`config.mk`:
```
export PLATFORM = sky130hd
export DESIGN_NAME = fft_sync_fifo
export DESIGN_NICKNAME = d
export VERILOG_FILES = /design/src/rtl/fft_sync_fifo.sv
export SDC_FILE = /design/constraint.sdc
export NUM_CORES = 1
export LEC_CHECK = 0
export CAP_MARGIN = 20
export CORE_MARGIN = 2
export CORE_UTILIZATION = 52
export CTS_CLUSTER_SIZE = 16
export DETAILED_ROUTE_END_ITERATION = 8
export PLACE_DENSITY = 0.81
export REMOVE_ABC_BUFFERS = 1
export SETUP_SLACK_MARGIN = 0.5
export SLEW_MARGIN = 20
export SYNTH_ARGS = -nofsm -noshare
export SYNTH_HDL_FRONTEND = slang
export SYNTH_SLANG_ARGS = --single-unit
```
`constraint.sdc`:
```
create_clock -name clk -period 4.3 [get_ports clk]
set_input_delay 0.43 -clock clk [delete_from_list [all_inputs] [get_ports clk]]
set_output_delay 0.43 -clock clk [all_outputs]
set_load 0.03 [all_outputs]
```
`src/rtl/fft_sync_fifo.sv`:
```
// fft_sync_fifo: single-clock FIFO with a registered read port, occupancy
// count, full/empty and almost-full/almost-empty flags, and one-cycle
// overflow/underflow pulses for rejected requests.
module fft_sync_fifo #(
    parameter int DATA_WIDTH = 32,
    parameter int ADDR_WIDTH = 4,
    parameter int AF_THRESH  = 14,
    parameter int AE_THRESH  = 2
) (
    input  logic                  clk,
    input  logic                  rst,
    input  logic                  wr_en,
    input  logic [DATA_WIDTH-1:0] wr_data,
    input  logic                  rd_en,
    output logic [DATA_WIDTH-1:0] rd_data,
    output logic                  rd_valid,
    output logic                  full,
    output logic                  empty,
    output logic                  almost_full,
    output logic                  almost_empty,
    output logic [ADDR_WIDTH:0]   count,
    output logic                  overflow,
    output logic                  underflow
);

    localparam int DEPTH = 1 << ADDR_WIDTH;

    localparam logic [ADDR_WIDTH:0]   DEPTH_V = (ADDR_WIDTH+1)'(DEPTH);
    localparam logic [ADDR_WIDTH:0]   AF_V    = (ADDR_WIDTH+1)'(AF_THRESH);
    localparam logic [ADDR_WIDTH:0]   AE_V    = (ADDR_WIDTH+1)'(AE_THRESH);
    localparam logic [ADDR_WIDTH:0]   CNT_ONE = (ADDR_WIDTH+1)'(1);
    localparam logic [ADDR_WIDTH:0]   CNT_ZERO = (ADDR_WIDTH+1)'(0);
    localparam logic [ADDR_WIDTH-1:0] PTR_ONE = ADDR_WIDTH'(1);
    localparam logic [ADDR_WIDTH-1:0] PTR_ZERO = ADDR_WIDTH'(0);

    // Storage array: one write port, one read port, never reset.
    logic [DATA_WIDTH-1:0] mem_q [DEPTH];

    logic [ADDR_WIDTH-1:0] wr_ptr_q, wr_ptr_d;
    logic [ADDR_WIDTH-1:0] rd_ptr_q, rd_ptr_d;
    logic [ADDR_WIDTH:0]   count_q, count_d;
    logic [DATA_WIDTH-1:0] rd_data_q, rd_data_d;
    logic                  rd_valid_q, rd_valid_d;
    logic                  full_q, full_d;
    logic                  empty_q, empty_d;
    logic                  afull_q, afull_d;
    logic                  aempty_q, aempty_d;
    logic                  overflow_q, overflow_d;
    logic                  underflow_q, underflow_d;

    logic                  wr_acc_s;
    logic                  rd_acc_s;

    // Accept decisions come from the registered count, so a full FIFO can
    // still pop while refusing the write, and an empty FIFO can still push
    // while refusing the read (no show-ahead).
    always_comb begin
        wr_acc_s = wr_en && (count_q != DEPTH_V);
        rd_acc_s = rd_en && (count_q != CNT_ZERO);
    end

    // Next-state for pointers, count, read port and status flags.
    always_comb begin
        wr_ptr_d    = wr_ptr_q;
        rd_ptr_d    = rd_ptr_q;
        count_d     = count_q;
        rd_data_d   = rd_data_q;
        rd_valid_d  = 1'b0;
        overflow_d  = wr_en && !wr_acc_s;
        underflow_d = rd_en && !rd_acc_s;

        if (wr_acc_s) begin
            wr_ptr_d = wr_ptr_q + PTR_ONE;
        end else begin
            wr_ptr_d = wr_ptr_q;
        end

        if (rd_acc_s) begin
            rd_ptr_d   = rd_ptr_q + PTR_ONE;
            rd_data_d  = mem_q[rd_ptr_q];
            rd_valid_d = 1'b1;
        end else begin
            rd_ptr_d   = rd_ptr_q;
            rd_data_d  = rd_data_q;
            rd_valid_d = 1'b0;
        end

        case ({wr_acc_s, rd_acc_s})
            2'b10:   count_d = count_q + CNT_ONE;
            2'b01:   count_d = count_q - CNT_ONE;
            default: count_d = count_q;
        endcase

        // Flags are registered alongside count, so they always agree with it.
        full_d   = (count_d == DEPTH_V);
        empty_d  = (count_d == CNT_ZERO);
        afull_d  = (count_d >= AF_V);
        aempty_d = (count_d <= AE_V);
    end

    // Control and output registers with synchronous reset.
    always_ff @(posedge clk) begin
        if (rst) begin
            wr_ptr_q    <= PTR_ZERO;
            rd_ptr_q    <= PTR_ZERO;
            count_q     <= CNT_ZERO;
            rd_data_q   <= {DATA_WIDTH{1'b0}};
            rd_valid_q  <= 1'b0;
            full_q      <= 1'b0;
            empty_q     <= 1'b1;
            afull_q     <= 1'b0;
            aempty_q    <= 1'b1;
            overflow_q  <= 1'b0;
            underflow_q <= 1'b0;
        end else begin
            wr_ptr_q    <= wr_ptr_d;
            rd_ptr_q    <= rd_ptr_d;
            count_q     <= count_d;
            rd_data_q   <= rd_data_d;
            rd_valid_q  <= rd_valid_d;
            full_q      <= full_d;
            empty_q     <= empty_d;
            afull_q     <= afull_d;
            aempty_q    <= aempty_d;
            overflow_q  <= overflow_d;
            underflow_q <= underflow_d;
        end
    end

    // Memory write port; reset wins so a reset cycle stores nothing.
    always_ff @(posedge clk) begin
        if (!rst && wr_acc_s) begin
            mem_q[wr_ptr_q] <= wr_data;
        end
    end

    assign rd_data      = rd_data_q;
    assign rd_valid     = rd_valid_q;
    assign full         = full_q;
    assign empty        = empty_q;
    assign almost_full  = afull_q;
    assign almost_empty = aempty_q;
    assign count        = count_q;
    assign overflow     = overflow_q;
    assign underflow    = underflow_q;

endmodule

```
==> out/qor.txt <==
GPL Wtd Cong: 0.7809
Die height: 207.3 µm
Pwr Density: 556.9 nW/µm²
Iteration count of the initial detailed-routing pass: 5
Clock Latency Late Sink: 0.58 ns
Largest net degree at the start of global routing: 62
Final Hold Fails: 0
Initial antenna violation count: 0
CP Launch Type: flip-flop
DRT Wirelength: 45.86 mm
Pleak: 7.604 nW
Chip width: 207.3 µm
Main synth FF type: edfxtp_1
Synth Warn #: 0
FMAX: 0.3063 GHz
Setup violators final: 0
DP HPWL: 26.32 mm
Worst Setup Path Type: flip-flop to flip-flop
Syn Area/Cell: 21.96 µm²
Setup Fix Bufs, Post-CTS: 0
Fill cells: 2,609
Final net count: 1,143
N_diodes: 0
Vias in the first global route: 10,560
Post-synth EDFFs: 512
Max Buffers Root-to-Sink: 3
Hold_sp: wr_en
Reg clk slew, reported paths: 0.06 ns
CP startpoint: count[0]
Most common cell after layout, fill and taps aside: edfxtp_1
Initial Util: 52.64%
CP Buf/Inv Count: 1
Vias: 10,270
Utilization after layout: 60.76%
Via density: 6.144
Core Box Area: 40,830 µm²
Post-Syn Instances: 979
Root buffer cell: clkbuf_16
Max IR drop VDD: 0.0004582 V
Slew HR: 24.87%
Syn Std Cell Area: 21,490 µm²
Worst endpoint data arrival time: 3.78 ns
CP Max Fanout: 9
Flops & latches, synth: 564
Register area share after synthesis: 76.37%
Clk pwr share: 33.0%
WL/cell: 27.43 µm
Slowest cell on the critical path: or4_4
Worst hold path class: input port to flip-flop
Register Area: 16,430 µm²
# rows: 74
First-pass GRT wire length: 67.98 mm
Distinct cells, synth: 43
Sequential share of power: 47.1%
CP Data Required Time: 4.82 ns
Max-cap violations: 0
Critical-path cell list: or4_4, o21a_1, inv_1, ha_1, ha_1, a21oi_1, a21oi_1, or4_1, a21oi_1, and2_1
Die area: 42,980 µm²
Worst Setup Slack, final: 1.035 ns
Most frequent cells in the layout: edfxtp_1 (512), mux4_2 (128), clkdlybuf4s50_1 (79), clkbuf_16 (56), dfxtp_1 (49)
Layout cell share with drive strength beyond 1: 29.12%
Period minus WS final: 3.265 ns
Grt total ovfl: 0
Post-synth ARST share: 0%
Comb power frac: 20.0%
Multi-input gate area: 4887 µm²
Slowest stage delay, CP: 0.56 ns
Final Skew: 0.01821 ns
Final period util: 75.92%
Net Sw Frac: 26.58%
Crit end category: flip-flop
Setup tns final: 0 ns
Number of H-tree levels: 2
RSZ-0062 raised after global routing: false
# port buffers: 79
TritonCTS clock tree: yes
Synth-to-layout area growth: 15.43%
Actual slew at the worst max-slew pin: 1.127 ns
Internal: 0.01014 W
Antenna Nets Post-Route: 0
FF-to-FF Start: count[0]
Top cell by count, worst path: a21oi_1
Pins over their slew limit: 0
CTS Buf Count: 53
I/O pin count: 80
Starting DRC count in detailed routing: 1,147
Hold buffers post-CTS: 0
# DRC: 0
Sink Count: 564
Pre-CTS WS: 1.061 ns
Switching power: 0.003673 W
PostCTS Resize Cnt: 0
Status: finished clean
Total track usage: 21.35%
CP top delay family: simple AND/OR/NAND/NOR gates
==> Yosys cell counts, drive strengths merged, types with 6 or more instances <==
cell type,number,area share (%)
edfxtp,512,72
mux4,128,13
dfxtp,52,4.8
mux2i,35,1.6
o21ai,33,0.82
a22oi,32,1.8
mux2,32,1.7
buf,30,0.93
nor2,25,0.45
clkbuf,21,0.37
nand2,13,0.23
a21oi,9,0.21
ha,9,0.52
inv,8,0.14
nor3,6,0.14
xor2,6,0.24
==> cell families (layout without fill, tap and decap cells) <==
family          after synthesis  in the layout  share of synthesized area [%]
flops                       564            564                          76.37
mux                         195            195                          16.72
compound gates               80             80                          3.062
simple gates                 63             63                          1.473
buf+inv                      59            220                          1.432
fa+ha+maj                    10             10                         0.6170
xor+xnor                      8              8                         0.3260
==> state kept, by name, summed over array words and instances (netlist names) <==
signal	count
almost_empty	1
almost_full	1
count	5
empty	1
full	1
mem_q	512
overflow	1
rd_data	32
rd_ptr_q	4
rd_valid	1
underflow	1
wr_ptr_q	4
==> worst reg2reg max path, stage by stage, from the launching register on <==
cell and delay (ns):
dfxtp_1 0.41, or4_4 0.56, o21a_1 0.26, inv_1 0.12, ha_1 0.29, ha_1 0.34, a21oi_1 0.19, a21oi_1 0.10
or4_1 0.49, a21oi_1 0.28, and2_1 0.17
==> through the flow <==
step           power [W]  hold slack (ns)  area [µm²]  cells
3_3_place_gp    0.009302           0.4773       23100   1574
2_1_floorplan   0.008515           0.4757       21220    928
3_5_place_dp    0.009374           0.4884       23100   1574
5_1_grt          0.01426           0.4741       24810   1672
4_1_cts          0.01390           0.4389       24810   1672
6_report         0.01382           0.4513       24810   1672
==> path summary, 6_finish.rpt <==
| kind | to | slack, ns | depth (start not counted) |
|---|---|---|---|
| min reg2reg | rd_data[0] | 0.50 | 2 |
| max | full | 1.04 | 10 |
| min | overflow | 0.45 | 3 |
| max reg2reg | full | 1.04 | 10 |
==> layout make-up <==
class,count,area share [%]
clock inverters,22,0.7010
inverters,8,0.1210
clock buffers,76,6.193
well taps,532,2.683
repair buffers,114,4.397
flip-flops and latches,564,66.21
multi-input cells,356,19.70
==> power groups by stage <==
stage / sequential, W / clock, W / combinational, W
floorplan: 0.00695 / 0 / 0.00156
global placement: 0.00661 / 0 / 0.00269
detailed placement: 0.00662 / 0 / 0.00275
CTS: 0.00651 / 0.00460 / 0.00279
global route: 0.00654 / 0.00479 / 0.00293
finish: 0.00650 / 0.00455 / 0.00276
==> per-layer routing <==
| layer | up-vias | track usage [%] | wire, µm |
|---|---|---|---|
| met5 | - | 0 | 0 |
| met4 | 0 | 6.675 | 1221 |
| met3 | 86 | 4.750 | 4227 |
| met2 | 517 | 34.32 | 22520 |
| met1 | 5364 | 29.54 | 17890 |
| li1 | 4306 | - | - |
No activity file was read; power rests on OpenSTA's default activity.
